==> src/rtl/norflash_pkg.sv <==
// Shared types and helpers for the norflash prefetch line buffer.
package norflash_pkg;

  // Controller states.
  typedef enum logic [1:0] {
    ST_IDLE = 2'd0,
    ST_HIT  = 2'd1,
    ST_FILL = 2'd2
  } state_e;

  localparam int unsigned WORD_W     = 32;
  localparam logic [3:0]  WB_SEL_ALL = 4'b1111;

  // Bits needed to index a word within a line.
  function automatic int unsigned idx_w(input int unsigned line_words);
    return (line_words > 1) ? int'($clog2(line_words)) : 1;
  endfunction

  // Byte-offset bits covered by one line.
  function automatic int unsigned offset_w(input int unsigned line_words);
    return idx_w(line_words) + 2;
  endfunction

endpackage

==> src/rtl/norflash_prefetch_line.sv <==
// One cache line: LINE_WORDS x 32-bit storage with a valid bit per word.
module norflash_prefetch_line
  import norflash_pkg::*;
#(
  parameter int unsigned LINE_WORDS = 4,
  parameter int unsigned IDX_W      = idx_w(LINE_WORDS)
) (
  input  logic                  i_clk,
  input  logic                  i_rst_n,
  input  logic                  i_wr_en,
  input  logic [IDX_W-1:0]      i_wr_idx,
  input  logic [WORD_W-1:0]     i_wr_data,
  input  logic [IDX_W-1:0]      i_rd_idx,
  input  logic                  i_clr_all,
  output logic [WORD_W-1:0]     o_rd_data_c,
  output logic [LINE_WORDS-1:0] o_valid
);

  logic [WORD_W-1:0]     r_mem [LINE_WORDS];
  logic [LINE_WORDS-1:0] r_valid;

  // Word storage; contents are only meaningful where the valid bit is set.
  always_ff @(posedge i_clk) begin
    if (i_wr_en) r_mem[i_wr_idx] <= i_wr_data;
  end

  // Valid bits; a clear takes priority over a same-cycle write.
  always_ff @(posedge i_clk or negedge i_rst_n) begin
    if (!i_rst_n)       r_valid <= '0;
    else if (i_clr_all) r_valid <= '0;
    else if (i_wr_en)   r_valid[i_wr_idx] <= 1'b1;
  end

  assign o_rd_data_c = r_mem[i_rd_idx];
  assign o_valid     = r_valid;

endmodule

==> src/rtl/norflash_prefetch.sv <==
// Read-only prefetch line buffer between the CPU Wishbone bus and norflash.
// Misses fetch a whole aligned line in order with early restart.
// Optional hit/miss counters: define NORFLASH_PREFETCH_STATS_EN.
module norflash_prefetch
  import norflash_pkg::*;
#(
  parameter int unsigned LINE_WORDS = 4,
  parameter int unsigned ADR_W      = 25
) (
  input  logic        sys_clk,
  input  logic        sys_rst_n,
  input  logic [31:0] wbs_adr_i,
  output logic [31:0] wbs_dat_o,
  input  logic [3:0]  wbs_sel_i,
  input  logic        wbs_we_i,
  input  logic        wbs_cyc_i,
  input  logic        wbs_stb_i,
  output logic        wbs_ack_o,
  output logic        wbs_err_o,
  output logic [31:0] wbm_adr_o,
  input  logic [31:0] wbm_dat_i,
  output logic [3:0]  wbm_sel_o,
  output logic        wbm_cyc_o,
  output logic        wbm_stb_o,
  input  logic        wbm_ack_i,
  input  logic        invalidate_i
`ifdef NORFLASH_PREFETCH_STATS_EN
  ,
  output logic [31:0] hit_count,
  output logic [31:0] miss_count
`endif
);

  localparam int unsigned IDX_W = idx_w(LINE_WORDS);
  localparam int unsigned OFF_W = offset_w(LINE_WORDS);
  localparam int unsigned TAG_W = ADR_W - OFF_W;
  localparam logic [IDX_W-1:0] LAST_IDX = IDX_W'(LINE_WORDS - 1);

  state_e            r_state, w_state_nxt;
  logic [TAG_W-1:0]  r_tag, w_tag_nxt, w_req_tag;
  logic [IDX_W-1:0]  r_fill_idx, w_idx_nxt, w_req_idx;
  logic [31:0]       r_dat, w_dat_nxt, r_madr, w_madr_nxt, w_line_rd;
  logic              r_ack, w_ack_nxt, r_err, w_err_nxt, r_mcyc, w_mcyc_nxt;
  logic              r_inv_pend, w_inv_nxt, r_pend, w_pend_nxt;
  logic              w_req, w_rd, w_wr, w_tag_hit, w_word_valid, w_fill_ack;
  logic              w_clr, w_wr_en, w_hit_inc, w_miss_inc;
  logic [LINE_WORDS-1:0] w_valid;
  logic              w_unused_in;

  assign w_req        = wbs_cyc_i & wbs_stb_i & ~r_ack & ~r_err;
  assign w_rd         = w_req & ~wbs_we_i;
  assign w_wr         = w_req & wbs_we_i;
  assign w_req_tag    = wbs_adr_i[ADR_W-1:OFF_W];
  assign w_req_idx    = wbs_adr_i[OFF_W-1:2];
  assign w_tag_hit    = (w_req_tag == r_tag);
  assign w_word_valid = w_valid[w_req_idx];
  assign w_fill_ack   = (r_state == ST_FILL) & r_mcyc & wbm_ack_i;
  assign w_unused_in  = ^{wbs_sel_i, wbs_adr_i[31:ADR_W], wbs_adr_i[1:0]};

  norflash_prefetch_line #(
    .LINE_WORDS (LINE_WORDS),
    .IDX_W      (IDX_W)
  ) u_line (
    .i_clk       (sys_clk),
    .i_rst_n     (sys_rst_n),
    .i_wr_en     (w_wr_en),
    .i_wr_idx    (r_fill_idx),
    .i_wr_data   (wbm_dat_i),
    .i_rd_idx    (w_req_idx),
    .i_clr_all   (w_clr),
    .o_rd_data_c (w_line_rd),
    .o_valid     (w_valid)
  );

  // State register.
  always_ff @(posedge sys_clk or negedge sys_rst_n) begin
    if (!sys_rst_n) r_state <= ST_IDLE;
    else            r_state <= w_state_nxt;
  end

  // Next-state, line fill sequencing and slave response decisions.
  always_comb begin
    w_state_nxt = r_state;
    w_ack_nxt   = 1'b0;
    w_err_nxt   = w_wr;
    w_dat_nxt   = r_dat;
    w_mcyc_nxt  = r_mcyc;
    w_madr_nxt  = r_madr;
    w_tag_nxt   = r_tag;
    w_idx_nxt   = r_fill_idx;
    w_inv_nxt   = r_inv_pend;
    w_pend_nxt  = r_pend & wbs_cyc_i;
    w_clr       = 1'b0;
    w_wr_en     = 1'b0;
    w_hit_inc   = 1'b0;
    w_miss_inc  = 1'b0;
    case (r_state)
      ST_IDLE: begin
        w_clr = invalidate_i;
        if (w_rd) begin
          if (w_tag_hit && w_word_valid && !invalidate_i) begin
            w_ack_nxt   = 1'b1;
            w_dat_nxt   = w_line_rd;
            w_hit_inc   = 1'b1;
            w_state_nxt = ST_HIT;
          end else begin
            w_clr       = 1'b1;
            w_tag_nxt   = w_req_tag;
            w_idx_nxt   = '0;
            w_mcyc_nxt  = 1'b1;
            w_madr_nxt  = 32'({w_req_tag, {IDX_W{1'b0}}, 2'b00});
            w_inv_nxt   = 1'b0;
            w_pend_nxt  = 1'b1;
            w_miss_inc  = 1'b1;
            w_state_nxt = ST_FILL;
          end
        end
      end
      ST_HIT: begin
        w_clr       = invalidate_i;
        w_state_nxt = ST_IDLE;
      end
      ST_FILL: begin
        if (invalidate_i) w_inv_nxt = 1'b1;
        if (w_fill_ack) begin
          w_wr_en    = 1'b1;
          w_idx_nxt  = r_fill_idx + IDX_W'(1);
          w_mcyc_nxt = 1'b0;
          if (r_fill_idx == LAST_IDX) begin
            w_clr       = r_inv_pend | invalidate_i;
            w_inv_nxt   = 1'b0;
            w_state_nxt = ST_IDLE;
          end
        end else if (!r_mcyc) begin
          // One idle cycle separates consecutive master reads.
          w_mcyc_nxt = 1'b1;
          w_madr_nxt = 32'({r_tag, r_fill_idx, 2'b00});
        end
        if (w_rd && w_tag_hit) begin
          if (w_word_valid && !r_inv_pend && !invalidate_i) begin
            w_ack_nxt  = 1'b1;
            w_dat_nxt  = w_line_rd;
            w_hit_inc  = 1'b1;
            w_pend_nxt = 1'b0;
          end else if (w_fill_ack && (w_req_idx == r_fill_idx)) begin
            // Early restart: forward the arriving word straight to the slave.
            w_ack_nxt  = 1'b1;
            w_dat_nxt  = wbm_dat_i;
            w_miss_inc = ~r_pend;
            w_pend_nxt = 1'b0;
          end
        end
      end
      default: w_state_nxt = ST_IDLE;
    endcase
  end

  // Registered bus outputs and datapath state.
  always_ff @(posedge sys_clk or negedge sys_rst_n) begin
    if (!sys_rst_n) begin
      r_ack      <= 1'b0;
      r_err      <= 1'b0;
      r_dat      <= '0;
      r_mcyc     <= 1'b0;
      r_madr     <= '0;
      r_tag      <= '0;
      r_fill_idx <= '0;
      r_inv_pend <= 1'b0;
      r_pend     <= 1'b0;
    end else begin
      r_ack      <= w_ack_nxt;
      r_err      <= w_err_nxt;
      r_dat      <= w_dat_nxt;
      r_mcyc     <= w_mcyc_nxt;
      r_madr     <= w_madr_nxt;
      r_tag      <= w_tag_nxt;
      r_fill_idx <= w_idx_nxt;
      r_inv_pend <= w_inv_nxt;
      r_pend     <= w_pend_nxt;
    end
  end

  assign wbs_dat_o = r_dat;
  assign wbs_ack_o = r_ack;
  assign wbs_err_o = r_err;
  assign wbm_adr_o = r_madr;
  assign wbm_sel_o = WB_SEL_ALL;
  assign wbm_cyc_o = r_mcyc;
  assign wbm_stb_o = r_mcyc;

`ifdef NORFLASH_PREFETCH_STATS_EN
  logic [31:0] r_hit_cnt, r_miss_cnt;

  // Hit/miss counters, one increment per accepted read, free-running wrap.
  always_ff @(posedge sys_clk or negedge sys_rst_n) begin
    if (!sys_rst_n) begin
      r_hit_cnt  <= '0;
      r_miss_cnt <= '0;
    end else begin
      if (w_hit_inc)  r_hit_cnt  <= r_hit_cnt + 32'd1;
      if (w_miss_inc) r_miss_cnt <= r_miss_cnt + 32'd1;
    end
  end

  assign hit_count  = r_hit_cnt;
  assign miss_count = r_miss_cnt;
`else
  logic w_unused_stats;
  assign w_unused_stats = w_hit_inc ^ w_miss_inc;
`endif

endmodule

==> config.mk <==
export PLATFORM = sky130hd
export DESIGN_NAME = norflash_prefetch
export DESIGN_NICKNAME = d
export VERILOG_FILES = /design/src/rtl/norflash_pkg.sv /design/src/rtl/norflash_prefetch_line.sv /design/src/rtl/norflash_prefetch.sv
export SDC_FILE = /design/constraint.sdc
export NUM_CORES = 1
export LEC_CHECK = 0
export CAP_MARGIN = 0
export CORE_MARGIN = 3
export CORE_UTILIZATION = 50
export CTS_CLUSTER_DIAMETER = 40
export DETAILED_ROUTE_END_ITERATION = 10
export PLACE_DENSITY_LB_ADDON = 0.05
export SYNTH_ARGS = -nofsm -noshare
export SYNTH_HDL_FRONTEND = slang
export SYNTH_SLANG_ARGS = --single-unit
==> constraint.sdc <==
create_clock -name sys_clk -period 3.6 [get_ports sys_clk]
set_input_delay 0.54 -clock sys_clk [delete_from_list [all_inputs] [get_ports sys_clk]]
set_output_delay 0.54 -clock sys_clk [all_outputs]
set_load 0.05 [all_outputs]
==> results of run 1 <==
## cells in the final DEF, fill, tap and decap left out, types with 3 or more instances in the layout
cell and n:
edfxtp_1 128, clkdlybuf4s50_1 117, dfrtp_1 88, mux2_2 73, nor2_1 52, mux4_2 32
clkbuf_16 31, a21oi_1 24, xor2_1 21, o32a_1 21, buf_4 17, conb_1 13
mux2_1 12, nor3_1 7, clkinvlp_4 7, nand2_1 6, clkinv_2 6, inv_1 5
clkinv_4 5, ha_1 4, and2_2 3, o21ai_0 3
## path summary, 6_finish.rpt
| path | start | endpoint | slack (ps) | cells past startpoint |
|---|---|---|---|---|
| setup / recovery | wbs_adr_i[23] | wbm_adr_o[9]$_DFFE_PN0P_ | 750 | 6 |
| hold / removal | sys_rst_n | wbs_dat_o[2]$_DFFE_PN0P_ | 90 | 1 |
| setup reg to reg | r_tag[19]$_DFFE_PN0P_ | wbm_adr_o[9]$_DFFE_PN0P_ | 860 | 5 |
| hold reg to reg | wbs_dat_o[8]$_DFFE_PN0P_ | wbs_dat_o[8]$_DFFE_PN0P_ | 480 | 1 |
| max in group asynchronous | sys_rst_n | wbm_adr_o[12]$_DFFE_PN0P_ | 2720 | 2 |
| min in group sys_clk | wbs_dat_o[8]$_DFFE_PN0P_ | wbs_dat_o[8]$_DFFE_PN0P_ | 480 | 1 |
## logic make-up (layout without fill, tap and decap cells)
group,count (synthesis),count (layout),synth area share [%]
adders and majority gates,4,4,0.5416
AOI/OAI and AO/OA,64,64,5.199
xor gates and xnor gates,23,23,2.180
and+or+nand+nor,87,87,4.779
muxes,119,119,18.37
DFF,216,216,65.42
buffers and inverters,53,199,3.425
other,2,13,0.08127
## layout make-up
class                           instances  area share [%]
Clock buffer                           33           6.730
Clock inverter                         22           1.752
Inverter                                6          0.1935
Multi-Input combinational cell        310           25.33
Sequential cell                       216           51.95
Tap cell                              229           2.462
Timing Repair Buffer                  138           11.59
## power breakdown
part / internal (uW) / switching [uW]
registers: 3130 / 267
logic: 1050 / 1490
clock network: 1730 / 1100
## state kept, by name, summed over array words and instances (netlist names)
name / count
r_tag: 21
r_inv_pend: 1
wbm_cyc_o: 1
u_line.r_mem: 128
r_fill_idx: 2
u_line.o_valid: 4
wbs_ack_o: 1
wbm_adr_o: 23
wbs_err_o: 1
r_state: 2
wbs_dat_o: 32
## metal layers
metal	vias up	GRT usage [%]	share of wire, %
met5	-	0	0
met4	0	5.000	1.6
met3	24	3.629	5.3
met2	143	33.05	50
met1	2741	26.79	43
li1	2415	-	-
## metrics by stage
step,total power (uW),setup WS [ps],std cells,hold WS (ps)
2_1_floorplan,5206,1143,579,244.4
3_3_place_gp,5933,328.7,899,467.5
3_5_place_dp,6002,223.6,899,474.0
4_1_cts,8856,784.2,954,98.04
5_1_grt,9200,625.1,954,134.0
6_report,8753,748.2,954,91.17
## worst max-delay path, stage by stage
cell,delay [ps]
clkdlybuf4s50_1,470
xor2_1,190
nor4_1,690
nand2_1,230
o31a_1,650
o32a_1,490
==> results.txt, run 1 <==
CTS Sinks: 216
Util after Layout: 64.35%
Ys async rst share: 40.74%
Fillcell total: 1310
RSZ-0062 raised after global routing: false
Relative slew slack: 23.05%
Area share of the leading cell type in the synthesized netlist: 41.59%
Maximum buffer depth of the clock tree: 3
Netlist cell types: 50
Register area share after synthesis: 65.42%
Drt pass-1 iters: 4
DRT iter0 DRCs: 218
Synth top area cells: edfxtp_1, dfrtp_1, mux2_2, mux4_2, o32a_1
VDD IR-drop max: 537.6 uV
Highest achievable clock rate: 0.3507 GHz
Pwr Density: 752.1 nW/um^2
Share of layout cells above drive strength 1: 26.34%
Clk_lat worst skew: 540 ps
Total number of vias: 5323
Syn Area/Cell: 16.27 sq um
CTS tree: done
Max_cap viols: 0
Hpwl dp: 11720 um
Post-synth top flop: edfxtp_1
Site row count: 49
Post-route DRC violation count: 0
Worst path arrival time: 3270 ps
DP Area: 10650 sq um
Crit Path Class: in -> reg
CTS Buf Count: 30
Synthesis Warnings: 0
Slew Limit Fails: 0
Die Width: 142.0 um
Routed WL per cell: 20.24 um
Top-count cell post-synth: edfxtp_1
Die H: 142.0 um
Post-synth top cells: edfxtp_1, dfrtp_1, mux2_2, nor2_1, mux4_2
Startpoint types: input pin
Status: finished clean
Final setup viols: 0
CTS Hold Buffers Added: 0
WP data required: 4020 ps
PortBufs: 120
Initial Util: 51.10%
Core area: 18090 sq um
CP endpoint kind: flop
Design area: 11640 sq um
Setup TNS: 0 ps
Cts repair resizes: 0
Final #Nets: 781
Synth area leader: edfxtp_1
I/O pin count: 147
Hold Path Class: in -> async
Critical path peak fanout: 26
Antenna Nets Post-Route: 0
Total gr overflow: 0
P_leak: 0.004424 uW
Pin count of the biggest net entering global routing: 50
Routability-driven placement congestion ratio: 0.7670
Post-synthesis cell area: 9241 sq um
Number of global-route vias before repair: 5719
First-pass GRT wire length: 31040 um
Die area: 20150 sq um
Fin crit period: 2852 ps
Initial antenna violation count: 0
All-Layer GR Usage: 19.63%
Storage cell area: 6046 sq um
Via density: 5.580
H-tree Lvls: 1
Synthesis-to-finish area growth: 25.94%
Setup bufs post-CTS: 0
CTS Root Cell: clkbuf_16
Final Hold Viols: 0
Final Cycle Share: 79.22%
Final WL: 19310 um
Yosys reg bits: 216
Antenna diodes: 0
Clk slew on worst S/H paths: 60 ps
Clock skew: 19.37 ps
Number of synthesized flops with an enable pin: 128
Area of the multi-input gates: 2948 sq um
Cells after Synth: 568
Least-Margin Pin Slew: 1154 ps
Power figures use the tool's default switching activity.
==> run 2, diff against run 1 <==
==> constraint.sdc (replaced) <==
create_clock -name sys_clk -period 2.65 [get_ports sys_clk]
set_input_delay 0.3975 -clock sys_clk [delete_from_list [all_inputs] [get_ports sys_clk]]
set_output_delay 0.3975 -clock sys_clk [all_outputs]
set_load 0.05 [all_outputs]
==> run 2 against run 1 <==
Utilization up 1.4 points. Power up 40%. Critical path depth down 1. Final cell count up 2.4%. Setup slack worse by 570 ps. Final area up 2.2%. First-iteration DRC count up 27%. Non-clock buffer count up 21. Worst hold slack better by 290 ps. Flip-flop and latch count unchanged. Via count up 1.3%. Sequential share of layout area down 1.1 points. Largest power group unchanged. Critical endpoint is now wbs_dat_o[28]$_DFFE_PN0P_.
==> results.txt, run 2 (synthesized netlist as in run 1, its figures left out) <==
Status: finished clean
Pwr Density: 1027 nW/um^2 (+37%)
Hold Path Class: in -> async
Clk_lat worst skew: 540 ps (about the same)
Hpwl dp: 11920 um (+1.6%)
Final setup viols: 0 (unchanged)
GR peak layer: met2
Fillcell total: 1282 (-2.1%)
Highest achievable clock rate: 0.4039 GHz
Startpoint types: flop
Largest register by flop count: u_line.r_mem
WHS: 383.7 ps (+292.5 ps)
All-Layer GR Usage: 19.70% (+0.063 points)
VDD IR-drop max: 789.5 uV (+47%)
CTS Sinks: 216 (unchanged)
Routed WL per cell: 19.73 um (-2.5%)
Slowest CP cell: nor2_4
P_leak: 0.004587 uW (+3.7%)
Crit Path Class: reg -> reg
Final Cycle Share: 93.42%
Non-filler instance count after layout: 977 (+2.4%)
Final #Nets: 803 (+2.8%)
Share of layout cells above drive strength 1: 28.21% (+1.9 points)
GR Layer Usage met2: 33.05% (unchanged)
Final WL: 19280 um (-0.17%)
Met3 Usage GRT: 3.629% (unchanged)
Stages on the worst setup path: 5 (-1)
Dpl cells: 919 (+2.2%)
CTS Root Cell: clkbuf_16
Clk slew on worst S/H paths: 60 ps (about the same)
Post-route DRC violation count: 0 (unchanged)
Final Total Pwr: 12220 uW (+40%)
Crit path buf inv count: 0 (-1)
CP peak stage delay: 910 ps (+220 ps)
Die H: 142.0 um (unchanged)
Initial Util: 51.10% (unchanged)
DRT iter0 DRCs: 276 (+27%)
Maximum buffer depth of the clock tree: 3 (unchanged)
Drt pass-1 iters: 4 (unchanged)
I/O pin count: 147 (unchanged)
FF-to-FF setup slack: 170 ps (-690 ps)
Total gr overflow: 0 (unchanged)
Area of the multi-input gates: 2948 sq um (unchanged)
RSZ-0062 raised after global routing: false
Antenna Nets Post-Route: 0 (unchanged)
Cell Chain, Critical Path: mux2i_1 > o22ai_1 > nor2_4 > mux2_2 > mux2_1
Die Width: 142.0 um (unchanged)
Number of global-route vias before repair: 5822 (+1.8%)
Final Hold Viols: 0 (unchanged)
Worst-case reg-to-reg path depth: 5 (unchanged)
Slew Limit Fails: 0 (unchanged)
CP endpoint kind: flop
Total number of vias: 5392 (+1.3%)
Antenna diodes: 0 (unchanged)
First-pass GRT wire length: 31220 um (+0.58%)
Site row count: 49 (unchanged)
Via density: 5.519 (-1.1%)
Worst path arrival time: 2890 ps (-380 ps)
Max reg flops: 128 (unchanged)
Met1 Use GR: 26.89% (+0.10 points)
WP data required: 3060 ps (-960 ps)
Initial antenna violation count: 1 (+1)
PortBufs: 120 (unchanged)
Least-Margin Pin Slew: 1180 ps (+25.84 ps)
Die area: 20150 sq um (unchanged)
Cts repair resizes: 0 (unchanged)
Commonest non-fill, non-tap cell in the layout: edfxtp_1
H-tree Lvls: 1 (unchanged)
Setup bufs post-CTS: 0 (unchanged)
Clock skew: 11.98 ps (-7.389 ps)
Commonest non-fill, non-tap cells in the layout: edfxtp_1, clkdlybuf4s50_1, dfrtp_1
Storage cell area: 6046 sq um (unchanged)
Fin crit period: 2476 ps
Max_cap viols: 0 (unchanged)
CTS tree: done
Pin count of the biggest net entering global routing: 43 (-14%)
Relative slew slack: 21.14% (-1.9 points)
Synthesis-to-finish area growth: 28.77%
Routability-driven placement congestion ratio: 0.8182 (+6.7%)
Critical path peak fanout: 32 (+23%)
CTS Buf Count: 31 (+3.3%)
CP top delay family: simple AND/OR/NAND/NOR gates
Core area: 18090 sq um (unchanged)
-- run 2: cell count changes in the layout (fill, tap and decap cells not counted), moves of 2 or more --
cell,delta
clkbuf_8,+3
clkinv_4,-2
clkinv_2,-2
clkinvlp_4,-6
inv_8,+2
inv_6,+4
buf_12,+3
buf_4,+17
-- run 2: per-stage QoR --
| step | utilization, % | instance area [sq um] | setup slack, ps | setup TNS (ps) |
|---|---|---|---|---|
| floorplan | - | 9283 | 193.0 | 0 |
| global placement | 59.93 | 10840 | -244.0 | -10730 |
| detailed placement | 59.93 | 10840 | -298.4 | -11480 |
| CTS | 65.80 | 11900 | 99.91 | 0 |
| global route | 65.80 | 11900 | 0.7692 | 0 |
| finish | 65.80 | 11900 | 174.3 | 0 |
-- run 2: where the power goes --
group | internal, uW | leakage [uW] | switching [uW]
Clock | 2560 | 0.000519 | 1530
Combinational | 1490 | 0.00178 | 2050
Sequential | 4250 | 0.00229 | 350
Total | 8300 | 0.00459 | 3920
-- run 2: timing repair --
action / 4_1_cts / 5_1_grt
setup endpoints to repair: 0 / 8
hold buffers: 1 / 0
endpoints found under the hold margin: 31 / 0
-- run 2: path summary, 6_finish.rpt --
check,start,end
min reg2reg,wbs_dat_o[1]$_DFFE_PN0P_,wbs_dat_o[1]$_DFFE_PN0P_
min in group sys_clk,wbs_dat_o[1]$_DFFE_PN0P_,wbs_dat_o[1]$_DFFE_PN0P_
max in group asynchronous,sys_rst_n,wbs_dat_o[17]$_DFFE_PN0P_
min,sys_rst_n,wbs_dat_o[2]$_DFFE_PN0P_
max,u_line.o_valid[3]$_DFFE_PN0P_,wbs_dat_o[28]$_DFFE_PN0P_
max reg2reg,u_line.o_valid[3]$_DFFE_PN0P_,wbs_dat_o[28]$_DFFE_PN0P_
-- run 2: area by class of cell --
cell class,instances,share of cell area [%]
flip-flops and latches,216,50.80
multi-input cells,310,24.77
repair buffers,159,13.00
clock buffers,37,6.960
well taps,229,2.408
clock inverters,20,1.872
inverters,6,0.1893
-- run 2: layer usage --
| layer | part of all wire (%) | vias up | wire length, um |
|---|---|---|---|
| met1 | 44 | 2754 | 8411 |
| li1 | - | 2466 | - |
| met3 | 4.5 | 27 | 865 |
| met4 | 1.6 | 2 | 316 |
| met2 | 50 | 143 | 9677 |
| met5 | 0.047 | - | 9 |
==> run 3, diff against run 2 <==
--- a/config.mk
+++ b/config.mk
@@ -8,6 +8,7 @@
 export CAP_MARGIN = 0
 export CORE_MARGIN = 3
 export CORE_UTILIZATION = 50
+export CTS_BUF_LIST = sky130_fd_sc_hd__clkbuf_8 sky130_fd_sc_hd__clkbuf_16
 export CTS_CLUSTER_DIAMETER = 40
 export DETAILED_ROUTE_END_ITERATION = 10
 export PLACE_DENSITY_LB_ADDON = 0.05
==> run 3 against run 2 <==
Power about the same. Utilization unchanged. Via count increased by 0.30%. Clock skew about the same. Sequential power about the same. Sequential share of layout area unchanged. Non-clock buffer count unchanged. Critical endpoint unchanged. Highest routed layer unchanged.
==> results.txt, run 3 (synthesized netlist as in run 1, its figures left out) <==
Critical path peak fanout: 32 (unchanged)
Via density: 5.535 (+0.30%)
Largest register by flop count: u_line.r_mem
Commonest non-fill, non-tap cells in the layout: edfxtp_1, clkdlybuf4s50_1, dfrtp_1
Total gr overflow: 0 (unchanged)
Setup ws final: 172.9 ps (-1.351 ps)
Post-route DRC violation count: 0 (unchanged)
I/O pin count: 147 (unchanged)
CTS Buf Count: 31 (unchanged)
Routability-driven placement congestion ratio: 0.8182 (unchanged)
Antenna diodes: 0 (unchanged)
Final Hold Viols: 0 (unchanged)
Clk_lat worst skew: 540 ps (about the same)
Hpwl dp: 11920 um (unchanged)
First-pass GRT wire length: 31220 um (unchanged)
CP endpoint kind: flop
CTS Sinks: 216 (unchanged)
DP Area: 10840 sq um (unchanged)
Startpoint types: flop
Sw frac: 32.14% (+0.042 points)
DRT iter0 DRCs: 276 (unchanged)
Max reg flops: 128 (unchanged)
Net Switching: 3924 uW (about the same)
Commonest non-fill, non-tap cell in the layout: edfxtp_1
Design area: 11900 sq um (unchanged)
Relative slew slack: 21.06% (-0.077 points)
Highest achievable clock rate: 0.4037 GHz (about the same)
PortBufs: 120 (unchanged)
Routed WL per cell: 19.74 um (about the same)
Die H: 142.0 um (unchanged)
Number of global-route vias before repair: 5822 (unchanged)
Final Total Pwr: 12210 uW (about the same)
VDD IR-drop max: 790.0 uV (about the same)
Hold Path Class: in -> async
Fillcell total: 1282 (unchanged)
Crit Path Class: reg -> reg
Final #Nets: 803 (unchanged)
Clk slew on worst S/H paths: 60 ps (about the same)
Max_cap viols: 0 (unchanged)
Total number of vias: 5408 (+0.30%)
Drt pass-1 iters: 4 (unchanged)
Site row count: 49 (unchanged)
RSZ-0062 raised after global routing: false
Fin crit period: 2477 ps (+1.351 ps)
Final Cycle Share: 93.48% (about the same)
Core area: 18090 sq um (unchanged)
Die Width: 142.0 um (unchanged)
CTS Root Cell: clkbuf_16
Final setup viols: 0 (unchanged)
Fraction of power consumed by the clock network: 33.3% (about the same)
Util after Layout: 65.80% (unchanged)
Pin count of the biggest net entering global routing: 43 (unchanged)
Slew Limit Fails: 0 (unchanged)
Pwr Density: 1026 nW/um^2 (about the same)
WP data required: 3060 ps (about the same)
Initial Util: 51.10% (unchanged)
CTS tree: done
Internal power: 8286 uW (-0.14%)
H-tree Lvls: 1 (unchanged)
Area of the multi-input gates: 2948 sq um (unchanged)
Antenna Nets Post-Route: 0 (unchanged)
All-Layer GR Usage: 19.70% (unchanged)
Combinational Power Share: 29.0% (about the same)
Storage cell area: 6046 sq um (unchanged)
Status: finished clean
Clock skew: 11.74 ps (-0.2417 ps)
Worst path arrival time: 2890 ps (about the same)
P_leak: 0.004600 uW (+0.27%)
Setup TNS: 0 ps (unchanged)
Least-Margin Pin Slew: 1181 ps (+1.149 ps)
Share of layout cells above drive strength 1: 28.21% (unchanged)
Final WL: 19290 um (about the same)
Synthesis-to-finish area growth: 28.77% (unchanged)
Die area: 20150 sq um (unchanged)
Maximum buffer depth of the clock tree: 3 (unchanged)
Initial antenna violation count: 1 (unchanged)
Reg power frac: 37.7% (about the same)
Post-Place Worst Slack: -298.4 ps (unchanged)
-- run 3: cell count changes in the layout (fill, tap and decap cells not counted) --
cell      previous run  this run
clkbuf_1             3         0
inv_1                5         8
-- run 3: layout make-up --
class | count | area share, %
Sequential cell | 216 | 50.80
Multi-Input combinational cell | 310 | 24.77
Timing Repair Buffer | 159 | 13.00
Clock buffer | 34 | 6.866
Tap cell | 229 | 2.408
Clock inverter | 23 | 1.966
Inverter | 6 | 0.1893
-- run 3: power by group through the flow --
stage	Clock [uW]	Sequential, uW	Combinational (uW)
after detailed placement	0	4650	3560
after global routing	4330	4670	3820
after CTS	4160	4600	3590
after global placement	0	4610	3500
after floorplan	0	5220	1850
final	4070	4600	3540
-- run 3: timing repair --
action	CTS	global route
gates resized for setup	0	0
setup endpoints to repair	0	8
hold buffers	1	0
hold endpoints to repair	31	0
buffers inserted	0	0
-- run 3: path summary, 6_finish.rpt --
check                                              start                         to  depth (start not counted)  slack (ps)
setup reg to reg           u_line.o_valid[3]$_DFFE_PN0P_  wbs_dat_o[28]$_DFFE_PN0P_                          5         170
hold / removal                                 sys_rst_n   wbs_dat_o[2]$_DFFE_PN0P_                          2         380
min in group sys_clk            wbs_dat_o[1]$_DFFE_PN0P_   wbs_dat_o[1]$_DFFE_PN0P_                          1         490
hold reg to reg                 wbs_dat_o[1]$_DFFE_PN0P_   wbs_dat_o[1]$_DFFE_PN0P_                          1         490
max in group asynchronous                      sys_rst_n  wbs_dat_o[17]$_DFFE_PN0P_                          3        1570
setup / recovery           u_line.o_valid[3]$_DFFE_PN0P_  wbs_dat_o[28]$_DFFE_PN0P_                          5         170
-- run 3: worst max-delay path: stages, from the launching register on --
cell     delay [ps]
dfrtp_1         370
mux2i_1         170
o22ai_1         170
nor2_4          910
mux2_2          430
mux2_1          290
-- run 3: layer usage --
| metal | vias to the layer above | routed length, um | GRT usage, % |
|---|---|---|---|
| met5 | - | 9 | 0 |
| met4 | 2 | 326 | 5.202 |
| met3 | 33 | 933 | 3.629 |
| met2 | 163 | 9595 | 33.05 |
| met1 | 2743 | 8422 | 26.89 |
| li1 | 2467 | - | - |
-- run 3: metrics by stage --
stage               hold WS (ps)  instances
floorplan                  101.9        579
global placement           409.5        919
detailed placement         399.8        919
CTS                        384.1        977
global route               401.3        977
finish                     383.8        977
